## src/rtl/aes_inv_key_sched.sv

```systemverilog
// aes_inv_key_sched: inverse AES-128-style key schedule, emits round keys NR..0 one per handshake (optional AES_KEY_ZEROIZE_EN).
// Latency: first key 1 cycle after start, then one key per accepted beat; done pulses 1 cycle after the round-0 beat.
// Backpressure: rk_out/rk_round held while rk_valid & !rk_ready; valid only drops on the final beat or abort.

module aes_rcon (
  input  logic [3:0] idx,
  output logic [7:0] rcon
);
  always_comb begin
    rcon = 8'h00;
    case (idx)
      4'd0:  rcon = 8'h01;
      4'd1:  rcon = 8'h02;
      4'd2:  rcon = 8'h04;
      4'd3:  rcon = 8'h08;
      4'd4:  rcon = 8'h10;
      4'd5:  rcon = 8'h20;
      4'd6:  rcon = 8'h40;
      4'd7:  rcon = 8'h80;
      4'd8:  rcon = 8'h1b;
      4'd9:  rcon = 8'h36;
      4'd10: rcon = 8'h6c;
      4'd11: rcon = 8'hd8;
      4'd12: rcon = 8'hab;
      4'd13: rcon = 8'h4d;
      4'd14: rcon = 8'h9a;
      default: rcon = 8'h00;
    endcase
  end
endmodule

module aes_inv_key_sched #(
  parameter int NR = 10
) (
  input  logic         clk,
  input  logic         rst_n,
  input  logic         start,
  input  logic [127:0] key_in,
  input  logic         abort,
  input  logic         rk_ready,
  output logic         rk_valid,
  output logic [127:0] rk_out,
  output logic [3:0]   rk_round,
  output logic         busy,
  output logic         done
);

`ifdef AES_KEY_ZEROIZE_EN
  localparam bit ZEROIZE = 1'b1;
`else
  localparam bit ZEROIZE = 1'b0;
`endif

  typedef enum logic {IDLE, EMIT} state_t;

  state_t       state, state_d;
  logic [127:0] key_d, prev_key;
  logic [3:0]   round_d, rcon_idx;
  logic         done_d, beat;
  logic [31:0]  w0, w1, w2, w3, p0, p1, p2, p3, rot, sub;
  logic [7:0]   rcon;

  function automatic logic [7:0] gf_mul(input logic [7:0] a, input logic [7:0] b);
    logic [7:0] p, aa;
    p  = 8'h00;
    aa = a;
    for (int i = 0; i < 8; i++) begin
      if (b[i]) p = p ^ aa;
      aa = {aa[6:0], 1'b0} ^ (aa[7] ? 8'h1b : 8'h00);
    end
    return p;
  endfunction

  // Forward S-box: multiplicative inverse as x^254, then the affine map.
  function automatic logic [7:0] sbox(input logic [7:0] x);
    logic [7:0] inv;
    inv = 8'h01;
    for (int i = 7; i >= 0; i--) begin
      inv = gf_mul(inv, inv);
      if (i != 0) inv = gf_mul(inv, x);
    end
    return inv ^ {inv[6:0], inv[7]} ^ {inv[5:0], inv[7:6]} ^
           {inv[4:0], inv[7:5]} ^ {inv[3:0], inv[7:4]} ^ 8'h63;
  endfunction

  assign {w0, w1, w2, w3} = rk_out;
  assign p3  = w3 ^ w2;
  assign p2  = w2 ^ w1;
  assign p1  = w1 ^ w0;
  assign rot = {p3[23:0], p3[31:24]};
  assign sub = {sbox(rot[31:24]), sbox(rot[23:16]), sbox(rot[15:8]), sbox(rot[7:0])};
  assign rcon_idx = rk_round - 4'd1;

  aes_rcon u_rcon (
    .idx  (rcon_idx),
    .rcon (rcon)
  );

  assign p0       = w0 ^ sub ^ {rcon, 24'h000000};
  assign prev_key = {p0, p1, p2, p3};

  assign rk_valid = (state == EMIT);
  assign busy     = (state == EMIT);
  assign beat     = rk_valid & rk_ready;

  always_ff @(posedge clk or negedge rst_n) begin
    if (!rst_n) state <= IDLE;
    else        state <= state_d;
  end

  always_comb begin
    state_d = state;
    key_d   = rk_out;
    round_d = rk_round;
    done_d  = 1'b0;
    if (abort) begin
      // abort beats everything, including a coincident start or final beat
      state_d = IDLE;
      if (ZEROIZE) begin
        key_d   = '0;
        round_d = '0;
      end
    end else begin
      case (state)
        IDLE: begin
          if (start) begin
            state_d = EMIT;
            key_d   = key_in;
            round_d = 4'(NR);
          end
        end
        EMIT: begin
          if (beat) begin
            if (rk_round != 4'd0) begin
              key_d   = prev_key;
              round_d = rk_round - 4'd1;
            end else begin
              state_d = IDLE;
              done_d  = 1'b1;
              if (ZEROIZE) begin
                key_d   = '0;
                round_d = '0;
              end
            end
          end
        end
        default: state_d = IDLE;
      endcase
    end
  end

  always_ff @(posedge clk or negedge rst_n) begin
    if (!rst_n) begin
      rk_out   <= '0;
      rk_round <= '0;
      done     <= 1'b0;
    end else begin
      rk_out   <= key_d;
      rk_round <= round_d;
      done     <= done_d;
    end
  end

endmodule

```

## config.mk

```make
export PLATFORM = sky130hd
export DESIGN_NAME = aes_inv_key_sched
export DESIGN_NICKNAME = d
export VERILOG_FILES = /design/src/rtl/aes_inv_key_sched.sv
export SDC_FILE = /design/constraint.sdc
export NUM_CORES = 2
export LEC_CHECK = 0
export CAP_MARGIN = 20
export CORE_ASPECT_RATIO = 1.4
export CORE_MARGIN = 8
export CORE_UTILIZATION = 41
export DETAILED_ROUTE_END_ITERATION = 16
export HOLD_SLACK_MARGIN = 0.06
export SLEW_MARGIN = 20
export SYNTH_ARGS = -nofsm -noshare
export SYNTH_HDL_FRONTEND = slang
export SYNTH_SLANG_ARGS = --single-unit
```

## constraint.sdc

```tcl
create_clock -name clk -period 44.6 [get_ports clk]
set_clock_uncertainty 0.2 [all_clocks]
set_input_delay 8.92 -clock clk [delete_from_list [all_inputs] [get_ports clk]]
set_output_delay 8.92 -clock clk [all_outputs]
set_load 0.1 [all_outputs]
```

Word level (Yosys, flattened, before mapping)
Memory sizes are Yosys's and may differ from the RTL's.
Cells that the tools add are included.

storage, ports and cells
  register bits = 134
  memory bits (read-only) = 128
  input bits = 133
  output and inout port bits = 135
  memories = 1

cells by class
  add/subtract/negate cells = 1
  eq/ne operators = 3
  muxes and demuxes = 829
  bitwise gates (word level) = 784
  reductions and logical operators = 2

memories
  memory            depth  bits a word  read ports  clocked after memory_dff  write ports  line  RTL
  (name not given)  16     8            1           0                         0            11    case (idx)

operators with widths
  operator             number
  $mux 8               420
  $xor 8x8->8          380
  $xor 8x5->8          364
  $mux 5               368
  $mux 128             3
  $pmux 128 s2         1
  $xor 32x32->32       5
  $mux 4               7
  $mux 7               4
  $not 1->1 const A    28
  $mux 6               4
  $not 4->4            4
  $mux 1               12
  $mux 3               4
  $mux 2               4
  $pmux 4 s2           1
  $ne 2x1->1 const B   2
  $reduce_and 4->1     1
  $reduce_bool 4->1    1
  $sub 4x1->4 const B  1
  $ne 2x2->1 const B   1
  $not 1->1            2
  $pmux 1 s2           1
  $and 1x1->1          1

Depth between registers and ports, before layout
  depth after elaboration = 227
  mapped depth = 96
  mapped depth without buffers = 81

Cells and area by module
From an unflattened synthesis, not the netlist that was laid out.

second synthesis, totals
  cells, all modules = 7712
  area total of the unflattened synthesis = 61041.0 µm²

by module, submodules not included
  module             instances  cells an instance  area an instance (µm²)  seq. area each (µm²)
  aes_inv_key_sched  1          7671               60747.0                 3353.2
  aes_rcon           1          41                 294.0                   0.0

Least setup slack after synthesis
Ideal clock, no wire load.

  path kind = register to register
  from = register rk_out[37]
  to = register rk_out[108]
  arrival = 21.931 ns
  required time = 44.322 ns
  slack = 22.391 ns
  cell stages (with the launch flop) = 90
  period minus slack after synthesis = 22.209 ns
  cell sequence = dfrtp_1 > buf_2 > xor2_1 > buf_2 > nor3_1 > a211o_1 > or4b_4 > nor2_4 > xnor2_2 > buf_6 > a21oi_1 > o311ai_2 > nand2_1 > inv_2 > buf_2 > ha_1 > xnor3_1 > nand3_1 > (+54 left out) > nor2_1 > xnor3_1 > xnor2_1 > xnor3_1 > xor2_1 > xnor2_1 > inv_1 > ha_1 > clkbuf_1 > xnor2_1 > xnor2_1 > nor2_1 > xor2_1 > xnor3_1 > xor2_1 > xor3_1 > mux2i_1 > a21oi_1

on the way
  word-level cells in the longest chain between the ends = 213
  elaborated cells between the ends (all ways) = 385
  those cells by class = 196 x mux; 189 x bitwise

ends and longest elaborated chain
  element                                     line    RTL
  start: declaration                          42      output logic [127:0] rk_out,
  start signal: assignment                    158     rk_out <= key_d;
  $xor 32x32->32 (*)                          87      assign p3 = w3 ^ w2;
  $mux 6                                      68      if (b[i]) p = p ^ aa;
  $mux 7                                      68
  $mux 8                                      68
  $xor 8x5->8 or $mux 8 (tied branches)       69, 68
  $xor 8x8->8 or $xor 8x5->8 (tied branches)  68, 69
  $mux 8 or $xor 8x8->8 (tied branches)       68
  $xor 8x8->8 or $mux 8 (tied branches)       68
  (+194 left out)                             --
  $xor 8x8->8                                 68
  $mux 8 (*)                                  68
  $xor 8x8->8 (3 in a row)                    82      return inv ^ {inv[6:0], inv[7]} ^ {inv[5:0], inv[7:6]} ^
  $xor 8x8->8 (*)                             83      {inv[4:0], inv[7:5]} ^ {inv[3:0], inv[7:4]} ^ 8'h63;
  $xor 32x32->32 (*) (2 in a row)             99      assign p0 = w0 ^ sub ^ {rcon, 24'h000000};
  $mux 128 (*)                                134     if (rk_round != 4'd0) begin
  $mux 128 (*)                                133     if (beat) begin
  $pmux 128 s2 (*)                            124     case (state)

Every way passes the cells marked *; elsewhere a longest branch is shown, timed or not. The select of a mux whose other input is x is not followed.
A chain may end at the register's enable or synchronous reset.

Worst setup path in the final report
  from = register rk_out[34]
  to = register rk_out[105]

on the way
  word-level cells in the longest chain between the ends = 216
  elaborated cells between the ends (all ways) = 388
  those cells by class = 198 x mux; 190 x bitwise

ends and longest elaborated chain
  element                          line  RTL
  $xor 32x32->32 (*)               87
  $mux 3                           68
  $mux 4                           68
  $mux 5                           68
  $mux 6                           68
  $mux 7                           68
  $mux 8                           68
  $xor 8x5->8                      69    aa = {aa[6:0], 1'b0} ^ (aa[7] ? 8'h1b : 8'h00);
  (+197 left out)                  --
  $mux 8 (*)                       68
  $xor 8x8->8 (3 in a row)         82
  $xor 8x8->8 (*)                  83
  $not 4->4 (no line) (*)          --
  $xor 32x32->32 (*) (2 in a row)  99
  $mux 128 (*)                     134
  $mux 128 (*)                     133
  $pmux 128 s2 (*)                 124

Marked as above.

==> results.cfg <==
[outcome]
status = finished clean

[timing]
tns_ns = 0
finalSetupViolCount = 0
rsz0062_at_grt = no
finalCritPeriodShare_pct = 61.0
clock.fmax_ghz = 0.0368
hold_viol_final = 0
fin_ws_ns = 17.39
period_minus_slack_ns = 27.21
finalMaxSlewViolations = 0
tightest_slew_ns = 1.12
slew_headroom_pct = 24.9

[synthesis]
synth_area_per_cell_sq_um = 7.88
seq_area_frac_synth_pct = 5.34
synth_cell_types = 153
async_flop_share_pct = 100
synth_ff_type = dfrtp_1
synth_warnings = 0
synth_most_common_cell = xnor2_1
synth_xor_area_share_pct = 45.6
synth-compound-area-share_pct = 19.0
synth_edf_count = 0
synth_fa_ha_area_share_pct = 0.618
synth_area_leaders = xnor2_1 (19%), xnor3_1 (11%), xor2_1 (6.2%)
synthMuxAreaShare_pct = 4.60
yosys_register_bits = 134
yosys.area_share.simple_pct = 18.5
yosys.area.top_type = xnor2_1
synthTopCellsByCount = xnor2_1 (1329), nor2_1 (1025), nand2_1 (715)
synth_top_family_by_area = XOR/XNOR gates
synth_area_sq_mm = 0.0628
synthesis.nets = 8130
synth_top_area_share_pct = 18.5
syn_inst = 7966

[drt]
wl_per_cell_um = 21.0
drt_iter0_markers = 5211
firstDrtPassIters = 8
wl_mm = 206
via_count = 58100
antenna_left = 0
drc_errors = 0
routed_via_density = 5.92

[global_routing]
antenna_found_initial = 11
grt_pass1_vias = 55800
grt_first_pass_wirelength_mm = 322
grt_usage_pct = 23.4
grt_max_degree = 88
gr-total-overflow = 0

[cts]
post_cts_resize_count = 0
clockBufferDepth = 2
clk_latency_ns = 0.48
numCtsBuffers = 17
h-tree-depth = 4
post-cts-setup-buffer-count = 0
clk_pin_slew_ns = 0.08
cts-root-buf = clkbuf_16
clock-sinks = 134
cts_hold_buffers = 0
cts_tree = done

[setup_path]
startpoint_type = flip-flop
cp_common_cell = xnor2_1
endpoint_kind = flip-flop
r2r_cells = 77
worstSetupPathType = flip-flop to flip-flop
cp_max_fo = 42
critPathBufInv = 6
critical_path.top_delay_family = XOR/XNOR gates
cp.depth = 77
cp_slowest_cell = xnor2_1
critPathMaxStageDelay_ns = 0.84
cp.required_ns = 44.73
worst_ep_arrival_time_ns = 27.34

[floorplan]
die-area_sq_mm = 0.166
num_rows = 170
initial_utilization_pct = 41.1
die_height_um = 479
core_area_sq_mm = 0.153
die_w_um = 347
io_pins = 268

[final_layout]
multi_input_area_sq_mm = 0.0564
areaGrowthSynthToFinish_pct = 6.69
fin_cells = 9800
final_nets = 7968
seq_area_sq_mm = 0.00336
layout-drive-gt1-share_pct = 8.85
fillers = 15200

[placed_design]
place.gp.congestion = 0.923
preCtsSetupSlack_ns = 17.66
post-place-cells = 9762
port_buffers = 267
place_hpwl_mm = 146

[min_path]
min_path_cells = 2
hold_class = flip-flop to flip-flop

[job]
max_cap_viol_count = 0
[area by class of cell]
class / count / share of cell area [%]
Multi-Input combinational cell: 7146 / 84.2
Timing Repair Buffer: 422 / 5.72
Sequential cell: 134 / 5.01
Tap cell: 1978 / 3.70
Clock buffer: 18 / 0.641
Inverter: 83 / 0.465
Clock inverter: 13 / 0.290
Antenna cell: 6 / 0.0224
[logic make-up after synthesis]
family          count (synthesis)
flops                         134
simple gates                 2594
buf+inv                       686
compound gates               1852
xor+xnor                     2390
mux                           279
fa+ha+maj                      31
[registers in the layout, summed over array words and instances, names as in the netlist]
register / cells
rk_round: 4
rk_out: 128
done: 1
busy: 1
[through the flow]
step / hold WS (ns) / cell area [sq um] / util [%]
after floorplan: 0.798 / 62800 / -
after global placement: 0.358 / 66300 / 43.4
after detailed placement: 0.362 / 66300 / 43.4
after CTS: 0.382 / 66900 / 43.8
after global routing: 0.418 / 67000 / 43.8
final: 0.384 / 67000 / 43.9
[layer usage]
metal  track usage (%)  share of wire, %  vias to the layer above  wire length, um
met5                 0             0.011                        -               23
met4              6.95               2.9                        4             5970
li1                  -                 -                    27500                -
met1              30.6                43                    27900            88000
met2              39.3                47                     2246            96900
met3              3.97               7.4                      378            15200
[cells in the final DEF (no fill, tap or decap), types with 72 or more instances in the layout]
cell type / count
a22oi_1: 88
nor3_1: 174
buf_4: 156
o21ai_0: 373
nor2_1: 1025
o21ai_1: 73
o22ai_1: 221
xnor3_1: 316
nand3_1: 268
a211oi_1: 72
nand2_1: 714
a21oi_1: 515
clkdlybuf4s50_1: 264
xor2_1: 419
xnor2_2: 135
xnor2_1: 1304
dfrtp_1: 133
mux2i_1: 226
[worst reg2reg max path: cells and delay by family, from the launching register on]
kind,cells,cell delay [ns]
xor+xnor,41,17.25
compound gates,11,1.99
flops,1,0.58
mux,2,0.51
buf+inv,6,2.19
fa+ha+maj,5,2.17
simple gates,12,2.16
[path summary, 6_finish.rpt]
check	to	slack, ns	start
worst max-delay path	rk_out[105]	17.39	rk_out[34]
worst min-delay path	rk_out[40]	0.38	rk_out[40]
worst max register to register	rk_out[105]	17.39	rk_out[34]
worst min register to register	rk_out[40]	0.38	rk_out[40]
max in group asynchronous	rk_out[45]	34.47	rst_n
min in group asynchronous	done	8.28	rst_n
Power is not shown: default switching activity piles up to over one toggle a cycle in this logic, so the estimate is an artifact.
